## src/rtl/ssd_scan_controller.sv

```systemverilog
// Scans eight common-anode 7-segment digits from a double-buffered 32-bit hex value.
// Latency: outputs registered with no extra lag; a load reaches the pins in slot 0 SHOW after the next frame boundary.
// Backpressure: none; load is always accepted and a later load overwrites the pending set.
//
// Ports:
//   ClkPort, Reset_n         : clock, asynchronous active-low reset
//   digits/digit_en/dp_en    : display data, captured into the pending set on load
//   load                     : one-clock capture strobe
//   An, Cath                 : active-low anodes and {Ca..Cg,Dp} cathodes
//   frame_done               : one-clock pulse at the start of each new frame
module ssd_scan_controller #(
    parameter int DIGIT_CYCLES = 262144,
    parameter int BLANK_CYCLES = 1024
) (
    input  logic        ClkPort,
    input  logic        Reset_n,
    input  logic [31:0] digits,
    input  logic [7:0]  digit_en,
    input  logic [7:0]  dp_en,
    input  logic        load,
    output logic [7:0]  An,
    output logic [7:0]  Cath,
    output logic        frame_done
);

    localparam int CW = (DIGIT_CYCLES > 1) ? $clog2(DIGIT_CYCLES) : 1;
    localparam logic [CW-1:0] BLANK_LAST = CW'(BLANK_CYCLES - 1);
    localparam logic [CW-1:0] DIGIT_LAST = CW'(DIGIT_CYCLES - 1);

    typedef enum logic {ST_BLANK, ST_SHOW} state_t;

    typedef struct packed {
        logic [31:0] digits;
        logic [7:0]  en;
        logic [7:0]  dp;
    } disp_t;

    state_t        state_q, state_d;
    logic [CW-1:0] cnt_q, cnt_d;
    logic [2:0]    idx_q, idx_d;
    disp_t         active_q, active_d;
    disp_t         pending_q, pending_d;
    logic          pend_vld_q, pend_vld_d;
    logic [7:0]    an_q, an_d;
    logic [7:0]    cath_q, cath_d;
    logic          frame_done_q, frame_done_d;
    logic          boundary;
    logic [3:0]    nib;

    // abcdefg, active-low
    function automatic logic [6:0] seg7(input logic [3:0] n);
        case (n)
            4'h0: seg7 = 7'b0000001;
            4'h1: seg7 = 7'b1001111;
            4'h2: seg7 = 7'b0010010;
            4'h3: seg7 = 7'b0000110;
            4'h4: seg7 = 7'b1001100;
            4'h5: seg7 = 7'b0100100;
            4'h6: seg7 = 7'b0100000;
            4'h7: seg7 = 7'b0001111;
            4'h8: seg7 = 7'b0000000;
            4'h9: seg7 = 7'b0000100;
            4'hA: seg7 = 7'b0001000;
            4'hB: seg7 = 7'b1100000;
            4'hC: seg7 = 7'b0110001;
            4'hD: seg7 = 7'b1000010;
            4'hE: seg7 = 7'b0110000;
            default: seg7 = 7'b0111000;
        endcase
    endfunction

    always_comb begin
        state_d      = state_q;
        cnt_d        = cnt_q + CW'(1);
        idx_d        = idx_q;
        active_d     = active_q;
        pending_d    = pending_q;
        pend_vld_d   = pend_vld_q;
        boundary     = 1'b0;

        case (state_q)
            ST_BLANK: begin
                if (cnt_q == BLANK_LAST) begin
                    state_d = ST_SHOW;
                end
            end
            default: begin
                if (cnt_q == DIGIT_LAST) begin
                    cnt_d    = '0;
                    idx_d    = idx_q + 3'd1;
                    state_d  = ST_BLANK;
                    boundary = (idx_q == 3'd7);
                end
            end
        endcase

        frame_done_d = boundary;

        // The boundary consumes the old pending set; a coinciding load
        // refills pending afterwards and waits for the next boundary.
        if (boundary && pend_vld_q) begin
            active_d   = pending_q;
            pend_vld_d = 1'b0;
        end
        if (load) begin
            pending_d  = '{digits: digits, en: digit_en, dp: dp_en};
            pend_vld_d = 1'b1;
        end

        // Output flops are loaded from the next-state values so the pins
        // always reflect the current state/idx/cnt with no extra lag.
        nib    = active_d.digits[{idx_d, 2'b00} +: 4];
        an_d   = 8'hFF;
        cath_d = 8'hFF;
        if (state_d == ST_SHOW && active_d.en[idx_d]) begin
            an_d[idx_d] = 1'b0;
            cath_d      = {seg7(nib), ~active_d.dp[idx_d]};
        end
    end

    always_ff @(posedge ClkPort or negedge Reset_n) begin
        if (!Reset_n) begin
            state_q      <= ST_BLANK;
            cnt_q        <= '0;
            idx_q        <= '0;
            active_q     <= '0;
            pending_q    <= '0;
            pend_vld_q   <= 1'b0;
            an_q         <= 8'hFF;
            cath_q       <= 8'hFF;
            frame_done_q <= 1'b0;
        end else begin
            state_q      <= state_d;
            cnt_q        <= cnt_d;
            idx_q        <= idx_d;
            active_q     <= active_d;
            pending_q    <= pending_d;
            pend_vld_q   <= pend_vld_d;
            an_q         <= an_d;
            cath_q       <= cath_d;
            frame_done_q <= frame_done_d;
        end
    end

    assign An         = an_q;
    assign Cath       = cath_q;
    assign frame_done = frame_done_q;

endmodule
```

## config.mk

```make
export PLATFORM = sky130hd
export DESIGN_NAME = ssd_scan_controller
export DESIGN_NICKNAME = d
export VERILOG_FILES = /design/src/rtl/ssd_scan_controller.sv
export SDC_FILE = /design/constraint.sdc
export NUM_CORES = 1
export LEC_CHECK = 0
export ABC_AREA = 1
export BUFFER_PORTS_ARGS = -buffer_cell sky130_fd_sc_hd__buf_2
export CAP_MARGIN = 5
export CELL_PAD_IN_SITES_DETAIL_PLACEMENT = 0
export CELL_PAD_IN_SITES_GLOBAL_PLACEMENT = 1
export CORE_ASPECT_RATIO = 1.25
export CORE_MARGIN = 2
export CORE_UTILIZATION = 35
export CTS_BUF_LIST = sky130_fd_sc_hd__clkbuf_8
export DETAILED_ROUTE_END_ITERATION = 8
export PLACE_DENSITY_LB_ADDON = 0.1
export RECOVER_POWER = 50
export SLEW_MARGIN = 10
export SYNTH_ARGS = -nofsm -noshare
export SYNTH_HDL_FRONTEND = slang
export SYNTH_SLANG_ARGS = --single-unit
```

## constraint.sdc

```tcl
create_clock -name ClkPort -period 5.15 [get_ports ClkPort]
set_input_delay 0.515 -clock ClkPort [delete_from_list [all_inputs] [get_ports ClkPort]]
set_output_delay 0.515 -clock ClkPort [all_outputs]
set_load 0.02 [all_outputs]
```

==> reports/metrics.cfg <==
[grt]
first_global_vias = 4819
grt_usage_pct = 16.05
grt-ovfl-total = 0
antenna_found_initial = 0
grt_max_degree = 100
grt_pass1_wl_um = 24520

[timing]
period_share_pct = 67.06
final_max_slew_viol_count = 174
rsz0062_at_grt = false
worstMarginPinSlew_ps = 2773
fin_tns_setup_ps = 0
slew_headroom_pct = -84.85
fin_crit_ps = 3454
max_freq_mhz = 289.6
fin_worst_skew_ps = 7.141
setup_viol = 0
hold_violations = 0

[synthesis]
yosysWarnings = 0
synth-compound-area-share_pct = 7.545
async_reset_ff_share_pct = 100.0
synthFlopType = dfrtp_1
synth_common_cells = nand2_1, dfrtp_1, inv_1
netlist_instances = 767
syn-num-nets = 827
synthTopCellsByArea = dfrtp_1, nand2_1, inv_1
muxShareOfSynthArea_pct = 0
synth_simple_gate_area_share_pct = 26.77
synth_enable_flop_cells = 0
synth_top_cell_area_share_pct = 47.28
ys_seq_area_share_pct = 53.90
syn-cell-area_um2 = 6351
synth_top_family_by_area = simple AND/OR/NAND/NOR gates
synth_area_per_cell_um2 = 8.280
synth_top_area_cell = dfrtp_1
synthXorXnorAreaFrac_pct = 0.8274
yosysMostFrequentCell = nand2_1
synth_fa_ha_area_share_pct = 1.773
synth.distinct_cells = 38
ys_ff_latch = 136

[layout]
drive_above_1_share_pct = 18.65
syn_to_final_growth_pct = 13.34
antenna_cells = 0
utilization_pct = 40.08
fin_nets = 895
final_area_um2 = 7198
stdcell_count = 1075

[placed_design]
dpl_cell_area_um2 = 6864
dp.final_hpwl_um = 10480
placedCellCount = 1044
numPortBuffers = 67
gp_congestion = 0.8027

[detailed_routing]
drt_iter0_drc = 216
drc_errors = 0
wl_per_cell_um = 13.69
routed_wl_um = 14720
vias_per_cell = 4.420
vias = 4751
ant_nets = 0
first_pass_iters = 4

[floorplan]
fp-row-count = 55
start_util_pct = 35.36
io_pins = 68
die_w_um = 124.5
core_area_um2 = 17960
dieArea_um2 = 19250
die_y_um = 154.6

[power_and_ir_drop]
leakage_uw = 0.003965
p_per_area_nw_per_um2 = 275.6
vdd_drop_max_mv = 0.1161

[worst_setup_path]
crit_type = flop to flop
cp.required_ps = 5520
arrival_ps = 3820
cp_max_fo = 45
startpoint_type = flop
r2r_end = Cath[2]$_DFF_PN1_
r2r_cells = 14
end_kind = flop
r2r_slack_ps = 1700
r2r-start = cnt_q[0]$_DFF_PN0_

[clock_network]
cts_setup_buffers = 0
cts-hold-fix-buffers = 0
clock_sinks = 136
clock_path_buffers = 2
cts_made_buffers = 17
cts_root_buf = clkbuf_8
htreeDepth = 4
cts_tree = done
cts_resized = 0
insertion_delay_ps = 440
clkTransAtPathRegs_ps = 80

[min_path]
worstHoldPathCells = 3
hold_path_class = primary input to flop
hold_end = pending_q[44]$_DFFE_PN0P_
hp-start = digits[28]

[status]
violations = capacitance limit, slew limit
outcome = finished, violations left

[run]
max-cap-violations = 2

[power by group]
group          total [µW]  switching [µW]  internal (µW)  leakage (µW)
Sequential           1120            15.0           1100       0.00174
Combinational        92.2            61.5           30.7       0.00204
Clock                 775             402            373      0.000182
[registers in the layout, summed over array words and instances (netlist names)]
name and flops:
pending_q 48, An 8, frame_done 1, active_q 48
idx_q 3, Cath 8, state_q 1, pend_vld_q 1
cnt_q 18
[final cells by class]
class	count	area, µm²
fill	1942	10760
sequential	136	3423
multi-input combinational	492	2345
inverter	117	439.2
timing repair buffer	71	361.6
clock buffer	21	289.0
tap	228	285.3
clock inverter	10	55.05
[worst max-delay path by stage]
stage / from / endpoint / slack [ps] / depth (start not counted)
floorplan: cnt_q[0]$_DFF_PN0_ / Cath[6]$_DFF_PN1_ / 2620 / 18
global placement: cnt_q[0]$_DFF_PN0_ / Cath[7]$_DFF_PN1_ / 1740 / 15
detailed placement: cnt_q[0]$_DFF_PN0_ / Cath[2]$_DFF_PN1_ / 1610 / 14
CTS: cnt_q[0]$_DFF_PN0_ / Cath[2]$_DFF_PN1_ / 1580 / 14
global route: cnt_q[0]$_DFF_PN0_ / Cath[4]$_DFF_PN1_ / 1350 / 17
finish: cnt_q[0]$_DFF_PN0_ / Cath[2]$_DFF_PN1_ / 1700 / 14
[critical path, stage by stage (launching register included)]
cell      delay, ps
dfrtp_1         380
ha_1            220
nand2_1          60
nor2_1          160
nand2_4         100
nor2_8          170
nand4_4         500
buf_4           450
o21ai_0         210
or2_0           170
o211ai_2        100
nor2_2          560
nand2_1         120
inv_1            90
nand2_1          60
[per-stage QoR]
step	hold slack, ps	power [µW]	setup WS (ps)
3_3_place_gp	443.2	1230	1736
6_report	267.2	1984	1696
2_1_floorplan	219.4	1172	2619
5_1_grt	248.4	2087	1346
4_1_cts	210.7	2024	1582
3_5_place_dp	459.5	1234	1612
[metal layers]
metal,up-vias,wire [µm],global-route usage [%]
met5,-,0,0
met4,0,125,4.601
met1,2186,6888,20.60
met3,9,470,3.770
met2,69,7234,27.14
li1,2487,-,-
[cell families after synthesis]
family / after synthesis
AOI/OAI and AO/OA: 88
xor gates and xnor gates: 6
adders and majority gates: 9
buffers and inverters: 139
DFF: 136
and+or+nand+nor: 389
[cells in the final DEF (no fill, tap or decap), types with 2 or more instances in the layout]
cell        synthesis  layout
nand2_2             7       7
inv_2               4       4
inv_1             113     115
ha_1                9       9
dfrtp_1           120     120
nor3_1              8       8
clkinvlp_4          0       3
o21ai_2             6       6
xor2_1              6       6
nand4_1             2       2
o21ai_1            20      20
nor2_1             70      70
buf_4               1       3
o21ai_0            50      50
o22ai_1             2       2
dfstp_2            16      16
a21oi_1             6       6
clkbuf_8            0      21
clkinv_2            0       5
nand3_2             4       4
nand2_4             3       3
buf_2               4      66
nor4_1              2       2
nand2_1           239     239
nor2_2             10      10
nor2_4              3       3
nand3_1            33      33
(Power assumes the default switching activity.)
